==> config.mk <==
export PLATFORM = sky130hd
export DESIGN_NAME = basilisc_2816_core_flat
export DESIGN_NICKNAME = d
export VERILOG_FILES = /design/src/rtl/basilisc_2816_core_if.sv /design/src/rtl/basilisc_2816_core.sv /design/src/flat_wrapper.sv
export SDC_FILE = /design/constraint.sdc
export NUM_CORES = 1
export LEC_CHECK = 0
export CELL_PAD_IN_SITES_DETAIL_PLACEMENT = 0
export CELL_PAD_IN_SITES_GLOBAL_PLACEMENT = 1
export CORE_MARGIN = 2
export CORE_UTILIZATION = 40
export DETAILED_ROUTE_END_ITERATION = 12
export PLACE_DENSITY = 0.69
export SLEW_MARGIN = 15
export SYNTH_ARGS = -nofsm -noshare
export SYNTH_HDL_FRONTEND = slang
export SYNTH_SLANG_ARGS = --single-unit
==> constraint.sdc <==
create_clock -name clk -period 5.6 [get_ports clk]
set_clock_uncertainty 0.2 [all_clocks]
set_input_delay 1.12 -clock clk [delete_from_list [all_inputs] [get_ports clk]]
set_output_delay 1.12 -clock clk [all_outputs]
set_load 0.1 [all_outputs]
==> src/rtl/basilisc_2816_core_if.sv <==
// basilisc_2816_core_if: TinyTapeout pin bundle for the basilisc core.
// The core is the master (drives uo_out/uio_out/uio_oe). The memory or tile
// harness on the other side is the slave.
interface basilisc_2816_core_if;
  logic       ena;
  logic [7:0] ui_in;
  logic [7:0] uo_out;
  logic [7:0] uio_in;
  logic [7:0] uio_out;
  logic [7:0] uio_oe;

  modport master (
    input  ena,
    input  ui_in,
    input  uio_in,
    output uo_out,
    output uio_out,
    output uio_oe
  );

  modport slave (
    output ena,
    output ui_in,
    output uio_in,
    input  uo_out,
    input  uio_out,
    input  uio_oe
  );
endinterface

==> src/rtl/basilisc_2816_core.sv <==
// basilisc_2816_core: minimal 8-bit CPU for a TinyTapeout tile.
// The core has eight 8-bit registers, a 16-bit PC and Z/S/C/V flags.
// All program and data memory is external. It is reached over a fixed
// 4-cycle byte-serial bus (T0 addr lo + msg type, T1 addr hi, T2 write
// data, T3 read data sampled at the closing edge).
// Optional feature: define BASILISC_HALT_EN so that misc sub-op 100 halts
// the core. Without it, sub-op 100 is a NOP and uio_out[2] is tied to 0.
module basilisc_2816_core (
  input  logic                 clk,
  input  logic                 rst_n,
  basilisc_2816_core_if.master bus
);

  localparam logic [2:0] S_IDLE   = 3'd0;
  localparam logic [2:0] S_FETCH0 = 3'd1;
  localparam logic [2:0] S_FETCH1 = 3'd2;
  localparam logic [2:0] S_MEM    = 3'd3;
  localparam logic [2:0] S_EXEC   = 3'd4;
  localparam logic [2:0] S_HALT   = 3'd5;

  localparam logic [1:0] MSG_IDLE  = 2'b00;
  localparam logic [1:0] MSG_READ  = 2'b01;
  localparam logic [1:0] MSG_WRITE = 2'b10;

  localparam logic [1:0] GRP_ALU_RR = 2'b00;
  localparam logic [1:0] GRP_ALU_RI = 2'b01;
  localparam logic [1:0] GRP_BRANCH = 2'b10;
  localparam logic [1:0] GRP_MISC   = 2'b11;

  localparam logic [2:0] SUB_LD     = 3'b000;
  localparam logic [2:0] SUB_ST     = 3'b001;
  localparam logic [2:0] SUB_CMP_RR = 3'b010;
  localparam logic [2:0] SUB_CMP_RI = 3'b011;
  localparam logic [2:0] SUB_HALT   = 3'b100;

  localparam logic [2:0] OP_MOV = 3'd0;
  localparam logic [2:0] OP_ADD = 3'd1;
  localparam logic [2:0] OP_ADC = 3'd2;
  localparam logic [2:0] OP_SUB = 3'd3;
  localparam logic [2:0] OP_SBC = 3'd4;
  localparam logic [2:0] OP_AND = 3'd5;
  localparam logic [2:0] OP_OR  = 3'd6;
  localparam logic [2:0] OP_XOR = 3'd7;

  logic [2:0]  state;
  logic [1:0]  tcyc;
  logic [15:0] pc;
  logic [7:0]  ir0;
  logic [7:0]  ir1;
  logic [7:0]  rdata;
  logic [7:0]  rf [8];
  logic        flag_z;
  logic        flag_s;
  logic        flag_c;
  logic        flag_v;

  // Instruction fields
  logic [1:0]  grp;
  logic [2:0]  op;
  logic [2:0]  rd;
  logic [2:0]  rs;
  logic [1:0]  pair;
  logic        is_ld;
  logic        is_st;
  logic        is_cmp;
  logic        halt_req;
  logic        halted;

  assign grp    = ir0[7:6];
  assign op     = ir0[5:3];
  assign rd     = ir0[2:0];
  assign rs     = ir1[2:0];
  assign pair   = ir1[2:1];
  assign is_ld  = (grp == GRP_MISC) && (op == SUB_LD);
  assign is_st  = (grp == GRP_MISC) && (op == SUB_ST);
  assign is_cmp = (grp == GRP_MISC) && ((op == SUB_CMP_RR) || (op == SUB_CMP_RI));

`ifdef BASILISC_HALT_EN
  assign halt_req = (grp == GRP_MISC) && (op == SUB_HALT);
  assign halted   = (state == S_HALT);
`else
  assign halt_req = 1'b0;
  assign halted   = 1'b0;
`endif

  // The tile enable and the bidirectional inputs are not used by the core.
  logic unused_pins;
  assign unused_pins = ^{bus.ena, bus.uio_in};

  // Bus address and phase decode
  logic        bus_active;
  logic        bus_write;
  logic [15:0] bus_addr;
  logic [15:0] mem_addr;
  logic [7:0]  uo_val;
  logic [1:0]  msg;

  // A pair is named by its high register; the low byte sits in the next index.
  assign mem_addr   = {rf[{pair, 1'b0}], rf[{pair, 1'b1}]};
  assign bus_active = (state == S_FETCH0) || (state == S_FETCH1) || (state == S_MEM);
  assign bus_write  = (state == S_MEM) && is_st;

  // Select the address presented on the current transaction
  always_comb begin
    bus_addr = '0;
    case (state)
      S_FETCH0: bus_addr = pc;
      S_FETCH1: bus_addr = pc + 16'd1;
      S_MEM:    bus_addr = mem_addr;
      default:  bus_addr = '0;
    endcase
  end

  // Drive the byte lane according to the bus phase
  always_comb begin
    uo_val = '0;
    if (bus_active) begin
      case (tcyc)
        2'd0:    uo_val = bus_addr[7:0];
        2'd1:    uo_val = bus_addr[15:8];
        2'd2:    uo_val = bus_write ? rf[rd] : 8'h00;
        default: uo_val = '0;
      endcase
    end
  end

  assign msg = (bus_active && (tcyc == 2'd0)) ? (bus_write ? MSG_WRITE : MSG_READ) : MSG_IDLE;

  assign bus.uo_out  = uo_val;
  assign bus.uio_out = {5'b00000, halted, msg};
  assign bus.uio_oe  = 8'h07;

  // ALU
  logic [2:0] alu_op;
  logic [7:0] alu_a;
  logic [7:0] alu_b;
  logic [7:0] alu_res;
  logic [8:0] alu_wide;
  logic       alu_c;
  logic       alu_v;
  logic       alu_wb;
  logic       flags_wb;
  logic       ld_wb;

  assign alu_op   = (grp == GRP_MISC) ? OP_SUB : op;
  assign alu_a    = rf[rd];
  assign alu_b    = ((grp == GRP_ALU_RR) || ((grp == GRP_MISC) && (op == SUB_CMP_RR))) ? rf[rs] : ir1;
  assign alu_wb   = (grp == GRP_ALU_RR) || (grp == GRP_ALU_RI);
  assign flags_wb = (alu_wb && (op != OP_MOV)) || is_cmp;
  assign ld_wb    = is_ld;

  // Combinational result and flags for the decoded operation
  always_comb begin
    alu_wide = '0;
    alu_res  = alu_b;
    alu_c    = flag_c;
    alu_v    = flag_v;
    case (alu_op)
      OP_MOV: alu_res = alu_b;
      OP_ADD, OP_ADC: begin
        alu_wide = {1'b0, alu_a} + {1'b0, alu_b} + {8'd0, (alu_op == OP_ADC) & flag_c};
        alu_res  = alu_wide[7:0];
        alu_c    = alu_wide[8];
        alu_v    = (alu_a[7] == alu_b[7]) && (alu_res[7] != alu_a[7]);
      end
      OP_SUB, OP_SBC: begin
        // Bit 8 of the 9-bit difference is the borrow-out.
        alu_wide = {1'b0, alu_a} - {1'b0, alu_b} - {8'd0, (alu_op == OP_SBC) & flag_c};
        alu_res  = alu_wide[7:0];
        alu_c    = alu_wide[8];
        alu_v    = (alu_a[7] != alu_b[7]) && (alu_res[7] != alu_a[7]);
      end
      OP_AND: begin
        alu_res = alu_a & alu_b;
        alu_c   = 1'b0;
        alu_v   = 1'b0;
      end
      OP_OR: begin
        alu_res = alu_a | alu_b;
        alu_c   = 1'b0;
        alu_v   = 1'b0;
      end
      OP_XOR: begin
        alu_res = alu_a ^ alu_b;
        alu_c   = 1'b0;
        alu_v   = 1'b0;
      end
      default: alu_res = alu_b;
    endcase
  end

  // Branch condition and next PC
  logic        cond_even;
  logic        taken;
  logic [15:0] pc_next;

  // Evaluate the even condition codes; odd codes are their inverse
  always_comb begin
    cond_even = 1'b1;
    case (ir0[3:1])
      3'd0:    cond_even = 1'b1;
      3'd1:    cond_even = flag_z;
      3'd2:    cond_even = flag_s;
      3'd3:    cond_even = flag_c;
      3'd4:    cond_even = !flag_c && !flag_z;
      3'd5:    cond_even = flag_v;
      3'd6:    cond_even = !flag_z && (flag_s == flag_v);
      default: cond_even = (flag_s != flag_v);
    endcase
  end

  assign taken   = (grp == GRP_BRANCH) && (cond_even ^ ir0[0]);
  assign pc_next = taken ? (pc + 16'd2 + {{8{ir1[7]}}, ir1}) : (pc + 16'd2);

  // Sequencer: idle slot, fetch b0, fetch b1, optional data transfer, execute
  always_ff @(posedge clk or negedge rst_n) begin
    if (!rst_n) begin
      state <= S_IDLE;
      tcyc  <= '0;
      pc    <= '0;
      ir0   <= '0;
      ir1   <= '0;
      rdata <= '0;
    end else begin
      case (state)
        S_IDLE: begin
          state <= S_FETCH0;
          tcyc  <= '0;
        end
        S_FETCH0: begin
          tcyc <= tcyc + 2'd1;
          if (tcyc == 2'd3) begin
            ir0   <= bus.ui_in;
            state <= S_FETCH1;
          end
        end
        S_FETCH1: begin
          tcyc <= tcyc + 2'd1;
          if (tcyc == 2'd3) begin
            ir1   <= bus.ui_in;
            state <= (is_ld || is_st) ? S_MEM : S_EXEC;
          end
        end
        S_MEM: begin
          tcyc <= tcyc + 2'd1;
          if (tcyc == 2'd3) begin
            rdata <= bus.ui_in;
            state <= S_EXEC;
          end
        end
        S_EXEC: begin
          pc    <= pc_next;
          tcyc  <= '0;
          state <= halt_req ? S_HALT : S_FETCH0;
        end
        S_HALT: state <= S_HALT;
        default: begin
          state <= S_IDLE;
          tcyc  <= '0;
        end
      endcase
    end
  end

  // Register file writeback in the execute cycle
  always_ff @(posedge clk or negedge rst_n) begin
    if (!rst_n) begin
      for (int unsigned i = 0; i < 8; i++) rf[i] <= '0;
    end else if (state == S_EXEC) begin
      if (alu_wb) begin
        rf[rd] <= alu_res;
      end else if (ld_wb) begin
        rf[rd] <= rdata;
      end
    end
  end

  // Flag update in the execute cycle (MOV and non-ALU instructions keep flags)
  always_ff @(posedge clk or negedge rst_n) begin
    if (!rst_n) begin
      flag_z <= 1'b0;
      flag_s <= 1'b0;
      flag_c <= 1'b0;
      flag_v <= 1'b0;
    end else if ((state == S_EXEC) && flags_wb) begin
      flag_z <= (alu_res == 8'h00);
      flag_s <= alu_res[7];
      flag_c <= alu_c;
      flag_v <= alu_v;
    end
  end

endmodule

==> src/flat_wrapper.sv <==
// flat-port wrapper written by rule: the top's interface ports become plain ports
module basilisc_2816_core_flat 
  (clk, rst_n, bus_ena, bus_ui_in, bus_uio_in, bus_uo_out, bus_uio_out, bus_uio_oe);
  basilisc_2816_core_if bus_i ();
  input  logic clk;
  input  logic rst_n;
  input wire logic [$bits(bus_i.ena)-1:0] bus_ena;
  input wire logic [$bits(bus_i.ui_in)-1:0] bus_ui_in;
  input wire logic [$bits(bus_i.uio_in)-1:0] bus_uio_in;
  output wire logic [$bits(bus_i.uo_out)-1:0] bus_uo_out;
  output wire logic [$bits(bus_i.uio_out)-1:0] bus_uio_out;
  output wire logic [$bits(bus_i.uio_oe)-1:0] bus_uio_oe;
  assign bus_i.ena = bus_ena;
  assign bus_i.ui_in = bus_ui_in;
  assign bus_i.uio_in = bus_uio_in;
  assign bus_uo_out = bus_i.uo_out;
  assign bus_uio_out = bus_i.uio_out;
  assign bus_uio_oe = bus_i.uio_oe;
  basilisc_2816_core u_core (.clk(clk), .rst_n(rst_n), .bus(bus_i));
endmodule
==> reports/metrics.cfg <==
[yosys]
synth_largest_type_area_fraction_pct=30.5
synth-compound-area-share_pct=19.4
main_combinational_cell_family_by_area_after_synthesis=compound AO/OA/AOI/OAI gates
yosys.area_share.xor_xnor_pct=4.06
synthesis.yosys.warnings=0
synth_area_sq_mm=0.00928
ys_types=71
biggest_area_contributors_in_the_synthesized_netlist=dfrtp_1 (30%), mux4_2 (9.9%), ha_1 (6.6%)
synth_largest_area_cell=dfrtp_1
ys_seq_elements=113
synthCells=1039
postSynth.topFlopCell=dfrtp_1
post_synthesis_share_of_cell_area_spent_on_and_or_nand_and_nor_gates_pct=15.3
synth_area_in_adders_pct=7.47
yosysSeqAreaShare_pct=30.5
synth_area_per_cell_sq_um=8.93
multiplexer_share_of_the_synthesized_area_pct=17.4
synth-edff-count=0
synthArstFlopShare_pct=100

[hold_path]
worstHoldStart=u_core.rf[48]
worst_hold_path.endpoint=u_core.rf[48]
worst_hold_path_type=reg2reg
whs_path_depth=2

[layout]
final.fill_count=2216
finalNetCount=1110
multi_input_area_sq_mm=0.00597
final_cells=1336
fin_area_sq_mm=0.0103
layout.area.seq_sq_mm=0.00283
syn_to_final_growth_pct=10.9
utilization_pct=45.3
antennaDiodeCount=0
drive_above_1_share_pct=16.3

[sta]
drv_slew=0
tightest_slew_ns=0.964
final_min_period_over_clock_period_pct=87.6
max_freq_mhz=204
grt_setup_unrepaired=false
fin_setup_tns_ns=0
final.min_clock_period_ns=4.91
setup_viol_count_final=0
hold_viol=0
timing.slew.headroom_pct=35.2

[setup_path]
cp-end-kind=flip-flop
critPathLaunchType=flip-flop
worst-r2r-setup-slack_ns=0.69
slowest_cp_cell=fa_1
crit_path_max_fanout=14
r2r-end=u_core.rf[22]
critPathRequiredTime_ns=5.68
critical_path.reg2reg.startpoint=u_core.ir0[7]
critical_path.max_stage_delay_ns=0.54
reg2reg_depth=16
worst-endpoint-arrival_ns=4.98
criticalPathCategory=reg2reg
crit_chain=buf_4, or2_2, o31a_1, buf_4, nor2_1, a21oi_1, inv_1, fa_1, nor3_1, o21bai_1, a21oi_1, xnor2_1, a221o_1, o22ai_1, o21a_1, o21ai_0

[global_route]
grt-ovfl-total=0
grt_first_pass_wirelength_microns=45100
grt_pass1_vias=7555
pin_count_of_the_biggest_net_entering_global_routing=48
antenna_found_initial=0
gr-usage-all-layers_pct=24.4

[clocking]
cts.reportedPaths.clkPinSlew_ns=0.06
clock-root-buffer=clkbuf_16
post-cts-setup-buffers=0
cts-htree-levels=4
clk-insertion-delay-late_ns=0.43
cts_num_sinks=113
cts_hold_buf=0
cts_max_path_buffers=2
cts-resized-gates=0
clock_tree_from_tritoncts=built
cts_inserted_buffers=17

[job]
cap_violations=0

[route]
routed_via_density=5.86
wl_microns=28400
detail-route-antenna-nets=0
drc=0
dr_total_vias=7829
drt_pass1_iterations=5
routed_wire_length_per_instance_microns=21.3
drt-initial-drc-count=555

[floorplanning]
die_area_sq_mm=0.0244
core_region_area_sq_mm=0.0227
die-width_microns=156
die_h_microns=156
pin_count=43
num_rows=55
initial_utilization_pct=40.9

[outcome]
outcome=complete, no violations

[placed_design]
detailed_place.area_sq_mm=0.00970
port_buffers=19
hpwl_microns=21200
post-place-cells=1304
globalplace.congestion=0.885

-- per-layer routing --
layer | vias up | part of all wire (%) | track usage (%) | routed length [microns]
met5 | - | 0 | 0 | 0
met4 | 0 | 2.8 | 8.48 | 783
met3 | 46 | 5.7 | 4.87 | 1630
li1 | 3746 | - | - | -
met2 | 217 | 44 | 36.7 | 12600
met1 | 3820 | 47 | 35.0 | 13400
-- cells by family after synthesis --
| kind of cell | count (synthesis) |
|---|---|
| XOR/XNOR | 43 |
| other | 2 |
| adder cells (fa/ha/maj) | 53 |
| AND/OR/NAND/NOR | 309 |
| buffers and inverters | 122 |
| flip-flops | 113 |
| AO/OA/AOI/OAI | 293 |
| multiplexers | 104 |
-- flip-flops by register name, summed over array words and instances (netlist names) --
register	cells
u_core.rf	64
u_core.pc	16
u_core.ir0	8
u_core.ir1	8
u_core.rdata	8
u_core.state	3
u_core.tcyc	2
u_core.flag_c	1
u_core.flag_s	1
u_core.flag_v	1
u_core.flag_z	1
-- critical path, delay by kind of cell, from the launching register on --
family	cells	cell delay (ns)
fa+ha+maj	1	0.54
buf+inv	3	0.70
simple gates	3	0.43
compound gates	8	2.29
flops	1	0.47
xor+xnor	1	0.13
-- metrics by stage --
step	worst slack [ns]	hold slack, ns
finish	0.694	0.303
global route	0.370	0.320
CTS	0.729	0.303
detailed placement	0.766	0.290
global placement	0.773	0.285
floorplan	0.984	0.257
-- area by class of cell --
| type | count | area share [%] |
|---|---|---|
| Inverter | 40 | 1.46 |
| Sequential cell | 113 | 27.5 |
| Clock buffer | 18 | 4.27 |
| Timing Repair Buffer | 50 | 3.87 |
| Multi-Input combinational cell | 816 | 58.0 |
| Tap cell | 285 | 3.47 |
| Clock inverter | 14 | 1.42 |
-- worst max path at each step --
| stage | start | end | slack, ns | cells after the start |
|---|---|---|---|---|
| after floorplan | u_core.pc[1] | bus_uo_out[3] | 0.98 | 9 |
| after global placement | u_core.ir0[7] | u_core.rf[38] | 0.77 | 16 |
| after detailed placement | u_core.ir0[7] | u_core.rf[38] | 0.77 | 16 |
| after CTS | u_core.ir0[7] | u_core.rf[38] | 0.73 | 16 |
| after global routing | u_core.ir0[7] | u_core.rf[38] | 0.37 | 16 |
| final | u_core.ir0[7] | u_core.rf[22] | 0.69 | 16 |
-- cell usage in the layout, fill, tap and decap left out, types with 23 or more instances in the layout --
cell     instances
a21oi_1         97
buf_4           41
dfrtp_1        112
ha_1            49
inv_1           39
mux2_2          41
mux4_2          41
nand2_1        112
nor2_1          90
o21ai_0         78
xnor2_1         23
-- Yosys cell counts, types with 4 or more instances --
library cell	instances
dfrtp_1	113
nand2_1	112
a21oi_1	97
nor2_1	90
o21ai_0	78
ha_1	49
clkbuf_1	42
mux2_2	41
mux4_2	41
inv_1	39
xnor2_1	23
nand3_1	22
mux2i_1	21
xor2_1	20
buf_4	15
nor3_1	15
buf_2	14
o22ai_1	14
nor2b_1	11
o211ai_1	11
o21a_1	11
and3_1	10
buf_1	10
a221oi_1	9
and2_1	9
a21o_1	8
nand2b_1	8
o21ai_1	8
a22oi_1	7
nor3b_1	7
a31oi_1	6
nor4_1	5
o21bai_1	5
or3_1	5
fa_1	4
o22a_1	4
o311ai_0	4
Power is not shown: default switching activity piles up to over one toggle a cycle in this logic, so the estimate is an artifact.
==> variant 1, RTL diff (same flow settings) <==
The option `BASILISC_HALT_EN` is turned on by a define.
--- a/src/rtl/basilisc_2816_core.sv
+++ b/src/rtl/basilisc_2816_core.sv
@@ -6,4 +6,6 @@
 // Optional feature: define BASILISC_HALT_EN so that misc sub-op 100 halts
 // the core. Without it, sub-op 100 is a NOP and uio_out[2] is tied to 0.
+`define BASILISC_HALT_EN
+
 module basilisc_2816_core (
   input  logic                 clk,
Behaviour: no difference found for any inputs over 10 cycles, from zero or initial values and one cycle with rst_n low; that may be too few to reach the edited logic, so the function may still have changed.
==> variant 1 against the original RTL <==
- core utilization grew 0.12 points
- highest routed layer unchanged
- setup slack got worse by 0.13 ns
- synthesized area rose by 0.16%
- design area rose by 0.27%
- wire length fell by 0.34%
- critical path depth fell by 1
- sequential cell count did not move
- fmax fell by 2.6%
- critical endpoint is now u_core.rf[14]$_DFFE_PN0P_
==> variant 1: results (changes against the original RTL) <==
status finished, final reports clean (unchanged); met2 WL 12,680 µm (was 12,620 µm); FF+latch count 113 (unchanged); clock-cell share of area 6.270% (was 5.691%); post-place setup slack 0.5968 ns (was 0.7657 ns); Worst R2R Path Depth 15 (was 16); fillers 2,229 (was 2,216); met2 usage 36.50% (was 36.69%); Seq area share 27.42% (was 27.49%); DRT met1 WL 13,670 µm (was 13,410 µm); pin count of the biggest net entering global routing 71 (was 48); Vias 7,945 (was 7,829); nonclk buf count 46 (was 50); clkbuf count 21 (was 18); Slew @ Worst Pin 0.9807 ns (was 0.9640 ns); most frequent cells after synthesis nand2_1, dfrtp_1, o21ai_0 (was dfrtp_1, nand2_1, a21oi_1); vias in the first global route 7,541 (was 7,555); Nets 1,119 (was 1,110); IO buf count 20 (was 19); worst hold start u_core.rf[16]$_DFFE_PN0P_ (was u_core.rf[48]$_DFFE_PN0P_); #MultiIn Comb 822 (was 816); GR Util All Layers 24.15% (was 24.39%); non-clock inverter count 47 (was 40); WL final 28,350 µm (was 28,440 µm); r2r endpoint u_core.rf[14]$_DFFE_PN0P_ (was u_core.rf[22]$_DFFE_PN0P_); Worst Hold Path EP u_core.rf[16]$_DFFE_PN0P_ (was u_core.rf[48]$_DFFE_PN0P_); Pre-Repair DR Iteration Count 8 (was 5); setup slack, reg-to-reg 0.56 ns (was 0.69 ns); gpl congestion 0.8491 (was 0.8849); GR met1 Demand/Resource 36.33% (was 34.99%); reg-to-reg startpoint u_core.ir0[0]$_DFFE_PN0P_ (was u_core.ir0[7]$_DFFE_PN0P_); hold depth 2 (unchanged); Data buffer area share 3.614% (was 3.867%); H-Tree Depth 4 (unchanged); Post-Place Cell Area 9671 µm² (was 9704 µm²); GR Overflow Total 0 (unchanged); fraction of layout cells with a size suffix above 1 14.15% (was 16.27%); slowest stage cell, crit path dfrtp_1 (was fa_1); register area share after synthesis 30.41% (was 30.46%); met3 wire len 1578 µm (was 1631 µm); Combinational Power Share between 60 and 70%; count of cell types in the netlist 80 (was 71); synth top area cells dfrtp_1, mux4_2, ha_1 (unchanged); grt met3 use 3.323% (was 4.874%); crit path DAT 5.10 ns (was 4.98 ns); Worst Path Max Fanout 10 (was 14); dpl hpwl 21,350 µm (was 21,170 µm); global-route wire length before repair 44,670 µm (was 45,050 µm); Iteration-0 DRC Markers 716 (was 555); multi-input logic area 5936 µm² (was 5971 µm²); Min Hold Slack 0.3029 ns (was 0.3028 ns); post-CTS resize count 0 (unchanged)
-- variant 1: cell count changes in the layout (fill, tap and decap cells not counted), moves of 9 or more --
cell and delta:
o21ai_0 +34, nor2_1 -22, a21oi_1 -51, nand2_1 +47, mux2_2 -11, mux4_2 -9
-- variant 1: worst max path at each step --
stage / to / cells after the start / slack, ns / from
5_1_grt: u_core.rf[62]$_DFFE_PN0P_ / 15 / 0.11 / u_core.ir0[0]$_DFFE_PN0P_
6_report: u_core.rf[14]$_DFFE_PN0P_ / 15 / 0.56 / u_core.ir0[0]$_DFFE_PN0P_
2_1_floorplan: bus_uio_out[0] / 5 / 1.03 / u_core.ir0[4]$_DFFE_PN0P_
3_3_place_gp: u_core.rf[54]$_DFFE_PN0P_ / 15 / 0.67 / u_core.ir0[0]$_DFFE_PN0P_
3_5_place_dp: u_core.rf[62]$_DFFE_PN0P_ / 15 / 0.60 / u_core.ir0[0]$_DFFE_PN0P_
4_1_cts: u_core.rf[30]$_DFFE_PN0P_ / 15 / 0.56 / u_core.ir0[0]$_DFFE_PN0P_
-- variant 1: through the flow --
step	power (W)	cells
finish	0.007468	1345
global route	0.008076	1345
CTS	0.007470	1345
detailed placement	0.006256	1313
global placement	0.006225	1313
floorplan	0.004948	1058
-- variant 1: kinds of logic (layout without fill, tap and decap cells) --
kind of cell | Yosys count | in the layout | share of synthesized area [%]
AOI/OAI and AO/OA | 277 | 277 | 18.73
other | 2 | 13 | 0.08077
xor gates and xnor gates | 37 | 37 | 3.485
and+or+nand+nor | 342 | 342 | 16.83
muxes | 100 | 100 | 16.74
adders and majority gates | 53 | 53 | 7.455
DFF | 113 | 113 | 30.41
buffers and inverters | 123 | 125 | 6.258
==> variant 2, RTL diff (same settings) <==
Made on the original files. Reset style: synchronous (`rst_n`), changed in 3 clocked blocks.
--- a/src/rtl/basilisc_2816_core.sv
+++ b/src/rtl/basilisc_2816_core.sv
@@ -214,5 +214,5 @@
 
   // Sequencer: idle slot, fetch b0, fetch b1, optional data transfer, execute
-  always_ff @(posedge clk or negedge rst_n) begin
+  always_ff @(posedge clk) begin
     if (!rst_n) begin
       state <= S_IDLE;
@@ -264,5 +264,5 @@
 
   // Register file writeback in the execute cycle
-  always_ff @(posedge clk or negedge rst_n) begin
+  always_ff @(posedge clk) begin
     if (!rst_n) begin
       for (int unsigned i = 0; i < 8; i++) rf[i] <= '0;
@@ -277,5 +277,5 @@
 
   // Flag update in the execute cycle (MOV and non-ALU instructions keep flags)
-  always_ff @(posedge clk or negedge rst_n) begin
+  always_ff @(posedge clk) begin
     if (!rst_n) begin
       flag_z <= 1'b0;
Function: differs if rst_n is asserted again (counterexample within 4 cycles, from zero or initial values and one cycle with rst_n low); with rst_n held inactive, the same outputs for 10 cycles.
==> variant 2 against the original RTL <==
- count of clock-buffer cells in the layout increased by 2
- synthesized cell count decreased by 1.7%
- critical path depth unchanged
- setup slack got worse by 0.086 ns
- wire length decreased by 1.6%
- global-route usage decreased by 0.88 points
- synthesized area increased by 0.69%
- design area increased by 0.40%
- sequential cell count increased by 6
- fmax decreased by 1.7%
- core utilization about the same
- final cell count increased by 0.82%
Power is left out: it rests on default switching activity, and per cell area and clock period it moved more than threefold.
==> variant 2: results (changes against the original RTL) <==
Clock Pin Slew Worst Setup and Hold Paths roughly 0.07 ns; most frequent cells after synthesis nand2_1, nor2_1, edfxtp_1 (was dfrtp_1, nand2_1, a21oi_1); fraction of layout cells with a size suffix above 1 13.15% (was 16.27%); Synth Flop Type edfxtp_1 (was dfrtp_1); routed len/inst 20.77 µm (was 21.29 µm); Vias 7,635 (was 7,829); GR met1 Demand/Resource 32.40% (was 34.99%); CP top delay family multiplexers (was compound AO/OA/AOI/OAI gates); worst hold start u_core.rdata[6]$_SDFFE_PN0P_ (was u_core.rf[48]$_DFFE_PN0P_); cts bufs inserted 17 (unchanged); Largest stage delay, worst path 0.71 ns (was 0.54 ns); crit path DAT 4.95 ns (was 4.98 ns); EDFF count, synth 64 (was 0); register area share after synthesis 32.34% (was 30.46%); slowest stage cell, crit path dfxtp_1 (was fa_1); gpl congestion 0.8804 (was 0.8849); status finished, final reports clean (unchanged); cell count after synthesis 1,021 (was 1,039); r2r endpoint u_core.rf[1][7]$_SDFFCE_PN0P_ (was u_core.rf[22]$_DFFE_PN0P_); pin count of the biggest net entering global routing 41 (was 48); vias in the first global route 7,284 (was 7,555); Min Hold Slack 0.2668 ns (was 0.3028 ns); Iteration-0 DRC Markers 776 (was 555); min cycle time layout 4.992 ns (was 4.906 ns); Nets 1,093 (was 1,110); Worst Hold Path EP u_core.rdata[6]$_SDFFE_PN0P_ (was u_core.rf[48]$_DFFE_PN0P_); grt met3 use 3.379% (was 4.874%); setup slack, reg-to-reg 0.61 ns (was 0.69 ns); Post-Place Cell Area 9776 µm² (was 9704 µm²); dpl hpwl 21,590 µm (was 21,170 µm); DRT met1 WL 12,670 µm (was 13,410 µm); global-route wire length before repair 43,390 µm (was 45,050 µm); CP Class flop to flop (unchanged); count of cell types in the netlist 69 (was 71); met3 wire len 1369 µm (was 1631 µm); multi-input logic area 5844 µm² (was 5971 µm²); worst rel slew slack 28.15% (was 35.24%); post-DR vias/cell 5.668 (was 5.860); met2 WL 12,990 µm (was 12,620 µm); Worst Path Max Fanout 10 (was 14); fillers 2,230 (was 2,216); GR Util All Layers 23.51% (was 24.39%); synth top area cells edfxtp_1, dfxtp_1, mux4_2 (was dfrtp_1, mux4_2, ha_1); met2 usage 37.34% (was 36.69%); placed insts 1,315 (was 1,304)
variant 2: cell types whose count changed in the layout (fill, tap and decap cells not counted), sizes merged, moves of 9 or more:
cell    before  now
a21boi       1   32
edfxtp       0   64
dfrtp      113    0
mux2i       22   35
dfxtp        0   55
buf         41   32
nand2      112  130
mux2        41    7
a21oi       98   52
nand2b       8   17
nor2        90  125
o21ai       86   59
variant 2: cell type report:
cell class / instances / area share, %
multi-input combinational: 797 / 56.57
sequential: 119 / 29.27
tap: 313 / 3.791
timing repair buffer: 42 / 3.391
clock buffer: 20 / 4.251
clock inverter: 12 / 1.126
inverter: 44 / 1.599
variant 2: kinds of logic (layout without fill, tap and decap cells):
logic type	Yosys count	count (layout)	share of synthesized area, %
simple gates	357	357	17.19
fa+ha+maj	53	53	7.416
mux	90	90	16.59
flops	119	119	32.34
other cells	2	14	0.08035
compound gates	246	246	17.31
buf+inv	117	118	5.609
xor+xnor	37	37	3.467
